### config.mk
export PLATFORM = sky130hd
export DESIGN_NAME = pipe_stage_reg
export DESIGN_NICKNAME = d
export VERILOG_FILES = /design/src/rtl/pipe_stage_reg.sv
export SDC_FILE = /design/constraint.sdc
export NUM_CORES = 1
export LEC_CHECK = 0
export CAP_MARGIN = 15
export CORE_AREA = 2 2 239 241
export CTS_BUF_LIST = sky130_fd_sc_hd__clkbuf_2
export DETAILED_ROUTE_END_ITERATION = 8
export DIE_AREA = 0 0 241 243
export GPL_TIMING_DRIVEN = 0
export PLACE_DENSITY = 0.47
export SLEW_MARGIN = 40
export SYNTH_ARGS = -nofsm -noshare
export SYNTH_HDL_FRONTEND = slang
export SYNTH_SLANG_ARGS = --single-unit
### constraint.sdc
create_clock -name i_cpu_clk_50M -period 2 [get_ports i_cpu_clk_50M]
set_clock_uncertainty 0.15 [all_clocks]
set_input_delay 0.5 -clock i_cpu_clk_50M [delete_from_list [all_inputs] [get_ports i_cpu_clk_50M]]
set_output_delay 0.5 -clock i_cpu_clk_50M [all_outputs]
set_load 0.02 [all_outputs]
### src/rtl/pipe_stage_reg.sv
// Inter-stage pipeline register: MODE 0 stall-vector latch (1 cycle, in_ready=~stall[S]) or MODE 1 valid/ready stage with 2-entry skid (1 cycle, full rate).
// Optional saturating performance counters are built when PIPE_STAGE_PERF_EN is defined; otherwise perf_* read 0.
module pipe_stage_reg #(
    parameter int                DATA_W    = 32*8,
    parameter int                STALL_W   = 6,
    parameter int                STAGE_IDX = 3,
    parameter int                MODE      = 0,
    parameter logic [DATA_W-1:0] NOP_DATA  = '0
) (
    input  logic               i_cpu_clk_50M,
    input  logic               i_cpu_rst,
    input  logic [STALL_W-1:0] i_stall,
    input  logic               i_flush,
    input  logic               i_in_valid,
    input  logic [DATA_W-1:0]  i_in_data,
    output logic               o_in_ready,
    output logic               o_out_valid,
    output logic [DATA_W-1:0]  o_out_data,
    input  logic               i_out_ready,
    input  logic               i_perf_clr,
    output logic [31:0]        o_perf_stall,
    output logic [31:0]        o_perf_bubble,
    output logic [31:0]        o_perf_flush
);

    typedef enum logic [1:0] {ST_EMPTY, ST_ONE, ST_FULL} state_t;

    state_t            r_state, w_nxt_state;
    logic              r_out_valid, w_nxt_valid;
    logic [DATA_W-1:0] r_out_data, w_nxt_data;
    logic [DATA_W-1:0] r_skid_data, w_nxt_skid;
    logic              r_in_ready, w_nxt_in_ready;

    logic [STALL_W:0]  w_stall_ext;
    logic              w_s, w_n, w_accept, w_send, w_unused;

    // Top stall bit has no downstream owner, so the extension bit reads as 0.
    assign w_stall_ext = {1'b0, i_stall};
    assign w_s         = w_stall_ext[STAGE_IDX];
    assign w_n         = w_stall_ext[STAGE_IDX+1];
    assign w_unused    = ^{i_stall, i_perf_clr};

    assign o_in_ready  = (MODE == 0) ? (~w_s & ~i_cpu_rst) : (r_in_ready & ~i_cpu_rst);
    assign w_accept    = i_in_valid & o_in_ready;
    assign w_send      = r_out_valid & i_out_ready;
    assign o_out_valid = r_out_valid;
    assign o_out_data  = r_out_data;

    always_comb begin
        w_nxt_state    = r_state;
        w_nxt_valid    = r_out_valid;
        w_nxt_data     = r_out_data;
        w_nxt_skid     = r_skid_data;
        w_nxt_in_ready = r_in_ready;
        if (MODE == 0) begin
            w_nxt_state = ST_EMPTY;
            if (!w_s) begin
                w_nxt_valid = i_in_valid;
                w_nxt_data  = i_in_valid ? i_in_data : NOP_DATA;
            end else if (!w_n) begin
                w_nxt_valid = 1'b0;
                w_nxt_data  = NOP_DATA;
            end
        end else begin
            case (r_state)
                ST_EMPTY: begin
                    if (w_accept) begin
                        w_nxt_state = ST_ONE;
                        w_nxt_valid = 1'b1;
                        w_nxt_data  = i_in_data;
                    end
                end
                ST_ONE: begin
                    if (w_accept && !w_send) begin
                        w_nxt_state = ST_FULL;
                        w_nxt_skid  = i_in_data;
                    end else if (w_accept && w_send) begin
                        w_nxt_data  = i_in_data;
                    end else if (w_send) begin
                        w_nxt_state = ST_EMPTY;
                        w_nxt_valid = 1'b0;
                        w_nxt_data  = NOP_DATA;
                    end
                end
                ST_FULL: begin
                    if (w_send) begin
                        w_nxt_state = ST_ONE;
                        w_nxt_data  = r_skid_data;
                    end
                end
                default: begin
                    w_nxt_state = ST_EMPTY;
                    w_nxt_valid = 1'b0;
                    w_nxt_data  = NOP_DATA;
                end
            endcase
            w_nxt_in_ready = (w_nxt_state != ST_FULL);
        end
    end

    always_ff @(posedge i_cpu_clk_50M) begin
        if (i_cpu_rst) begin
            r_state     <= ST_EMPTY;
            r_out_valid <= 1'b0;
            r_out_data  <= NOP_DATA;
            r_skid_data <= NOP_DATA;
            r_in_ready  <= 1'b0;
        end else if (i_flush) begin
            r_state     <= ST_EMPTY;
            r_out_valid <= 1'b0;
            r_out_data  <= NOP_DATA;
            r_skid_data <= NOP_DATA;
            r_in_ready  <= 1'b1;
        end else begin
            r_state     <= w_nxt_state;
            r_out_valid <= w_nxt_valid;
            r_out_data  <= w_nxt_data;
            r_skid_data <= w_nxt_skid;
            r_in_ready  <= w_nxt_in_ready;
        end
    end

`ifdef PIPE_STAGE_PERF_EN
    logic [31:0] r_perf_stall, r_perf_bubble, r_perf_flush;
    logic        w_inc_stall, w_inc_bubble, w_inc_flush;

    // Skid entry can only exist alongside a valid main entry, so r_out_valid covers both.
    assign w_inc_stall  = ~i_flush & r_out_valid & ((MODE == 0) ? (w_s & w_n) : ~i_out_ready);
    assign w_inc_bubble = ~i_flush & ((MODE == 0) ? (w_s & ~w_n) : (~r_out_valid & ~i_in_valid));
    assign w_inc_flush  = i_flush & r_out_valid;

    always_ff @(posedge i_cpu_clk_50M) begin
        if (i_cpu_rst || i_perf_clr) begin
            r_perf_stall  <= 32'd0;
            r_perf_bubble <= 32'd0;
            r_perf_flush  <= 32'd0;
        end else begin
            if (w_inc_stall  && !(&r_perf_stall))  r_perf_stall  <= r_perf_stall  + 32'd1;
            if (w_inc_bubble && !(&r_perf_bubble)) r_perf_bubble <= r_perf_bubble + 32'd1;
            if (w_inc_flush  && !(&r_perf_flush))  r_perf_flush  <= r_perf_flush  + 32'd1;
        end
    end

    assign o_perf_stall  = r_perf_stall;
    assign o_perf_bubble = r_perf_bubble;
    assign o_perf_flush  = r_perf_flush;
`else
    assign o_perf_stall  = 32'd0;
    assign o_perf_bubble = 32'd0;
    assign o_perf_flush  = 32'd0;
`endif

endmodule

==> results of run 1 <==
repair_timing:
| item | CTS | global route |
|---|---|---|
| gates cloned | 0 | 0 |
| setup endpoints to repair | 258 | 273 |
| setup buffers | 47 | 61 |
| resized for setup | 1863 | 6 |
| hold endpoints to repair | 257 | 9 |
| hold buffers | 308 | 2 |
path summary, 6_finish.rpt:
check	slack, ns	startpoint	to
max	-0.20	o_out_data[4]$_SDFFE_PP0P_	o_out_data[4]
min	0.08	i_in_valid	o_out_data[221]$_SDFFE_PP0P_
max reg2reg	0.58	o_out_data[0]$_SDFFE_PP0P_	o_out_data[0]$_SDFFE_PP0P_
min reg2reg	0.32	o_out_data[236]$_SDFFE_PP0P_	o_out_data[236]$_SDFFE_PP0P_
power by group:
group | switching (mW) | total (mW) | internal, mW
registers | 0.0730 | 5.29 | 5.22
clock network | 2.59 | 4.22 | 1.63
logic | 1.24 | 2.71 | 1.47
cell type report:
type / instances / area share
well taps: 756 / 0.0398
clock buffers: 112 / 0.0236
plain buffers: 239 / 0.0669
repair buffers: 933 / 0.396
clock inverters: 25 / 0.00527
diodes: 8 / 0.000843
flip-flops and latches: 257 / 0.231
multi-input cells: 869 / 0.237
sequential cells by signal, summed over array words and instances, names as in the netlist:
name	cells
o_out_valid	1
o_out_data	256
metal layers:
layer	track usage	up-vias
met1	0.201	6516
li1	-	6583
met4	0.0793	0
met5	0	-
met2	0.317	513
met3	0.0605	125
worst min-delay path, stage by stage:
cell and delay [ns]:
buf_2 0.16, buf_4 0.18, buf_2 0.19, nand3b_1 0.10, a21oi_1 0.06
kinds of logic after synthesis:
group | count (synthesis) | synth area share
compound gates | 257 | 0.170
buf+inv | 240 | 0.133
flops | 257 | 0.428
other cells | 1 | 0.000312
simple gates | 516 | 0.269
placed cells by master, fill, tap and decap left out, drive strengths merged, types with 2 or more instances in the layout:
master,Yosys,layout
dlygate4sd3,0,307
diode,0,8
buf,209,574
dfxtp,257,257
a21oi,257,257
nand3,257,257
clkbuf,31,143
conb,1,96
inv,0,2
clkinv,0,22
clkdlybuf4s50,0,258
nand3b,256,256
metrics by stage:
step                      cells  power, mW
final                      3199       12.2
after global routing       3199       12.9
after CTS                  3129       12.4
after detailed placement   2638       7.53
after global placement     2638       7.53
after floorplan            1366       6.51
==> impl_results.md, run 1 <==
* Final WS setup at -0.197 ns
* Hold depth at 5
* Ys Warns at 0
* Clock sink count at 257
* P&R area growth vs syn at 97.7%
* Initial drt markers at 525
* Global route total overflow at 0
* CP cell instances: buf_6
* Worst hold slack at 0.0824 ns
* Max FO, Critical Path at 2
* Max layer used: met4
* CTS tree: yes
* Crit path max-delay cell type: dfxtp_4
* Wirelength per Cell at 17.7 um
* Pleak at 9.27 nW
* Synthesized area at 12,000 sq um
* Total GRT Usage at 0.183
* Chip Width at 241 um
* Met3 WL post-DR at 4460 um
* Die height at 243 um
* Cts bufs inserted at 81
* Tcrit/Tclk final at 1.10
* # port buffers at 516
* Worst slack, placed at -0.475 ns
* DR vias at 13.7k
* Status: finished with violations
* Min Tclk post-route at 2.20 ns
* Clock transition at path regs at 0.11 ns
* Post-DP HPWL at 39,400 um
* Wire length on met2 at 27,800 um
* Crit end category: primary output
* RD Place Congestion at 0.793
* Gate Count Post-Synth at 1,271
* Final Hold Viols at 0
* Largest net degree at the start of global routing at 19
* Clock Tree Buf Depth at 3
* Initial antenna violation count at 6
* Antenna Violating Nets Remaining at 0
* Core area at 56,000 sq um
* Max-slew violation count at 0
* Min-delay worst type: in2reg
* Clk_lat worst skew at 1.02 ns
* Placement-stage cell area at 18,500 sq um
* # DRC at 0
* Clock root buffer: clkbuf_2
* FF+latch count, synth at 257
* Total Wirelength at 56,500 um
* Layout net count at 2,649
* Post-layout util at 0.424
* Vias in the first global route at 14.2k
* Vias per cell at 4.29
* Die area at 58,600 sq um
* Post-synth EDFFs at 0
* Fin area at 23,700 sq um
* Ranking of synthesized cells by area: dfxtp_1, nand3b_1, a21oi_2
* Slew @ Worst Pin at 0.770 ns
* Area of the multi-input gates at 5630 sq um
* F_max at 0.455 GHz
* P per Cell Area at 515 nW/um^2
* Synth unique cells at 13
* CP required at 1.35 ns
* Most used DFF post-synth: dfxtp_1
* Worst Path Buf+Inv at 1
* FILL cells at 5,698
* H-tree depth at 3
* RSZ-0062 raised after global routing: yes
* Worst Setup Path Type: reg2out
* Top cell type's share of synthesized area at 0.428
* Critical Path Start Type: register
* First-pass GRT wire length at 82,500 um
* Ys async rst share at 0
* Worst path max stage delay at 0.38 ns
* Slew HR at 0.486
* Register area share after synthesis at 0.428
* Starting Density at 0.215
* Share of layout cells above drive strength 1 at 0.473
* Register area at 5480 sq um
* Ports at 622
* Synth top cells by count: dfxtp_1, nand3_1, nand3b_1
* CP top delay family: flip-flops
* Worst r2r path cells at 4
* Cell taking the most area after synthesis: dfxtp_1
* VDD IR max at 0.328 mV
* Endpoints failing setup at 264
* Row count at 87
* CP Depth at 1
* Met1 Wirelength at 22,100 um
* Worst endpoint data arrival time at 1.55 ns
* Setup Total Neg Slack at -30.67 ns
* Failing checks: negative setup slack
* DRT Pass-1 Iters at 4
* Syn_area_per_cell at 9.45 sq um
* # Max-Cap Violations at 0
(Power assumes the default switching activity.)
==> inputs of run 2 (changes only) <==
- GPL_ROUTABILITY_DRIVEN: default -> 0
==> results of run 2 <==
Same layout as run 1: the final DEF is identical, and so are final timing and power.
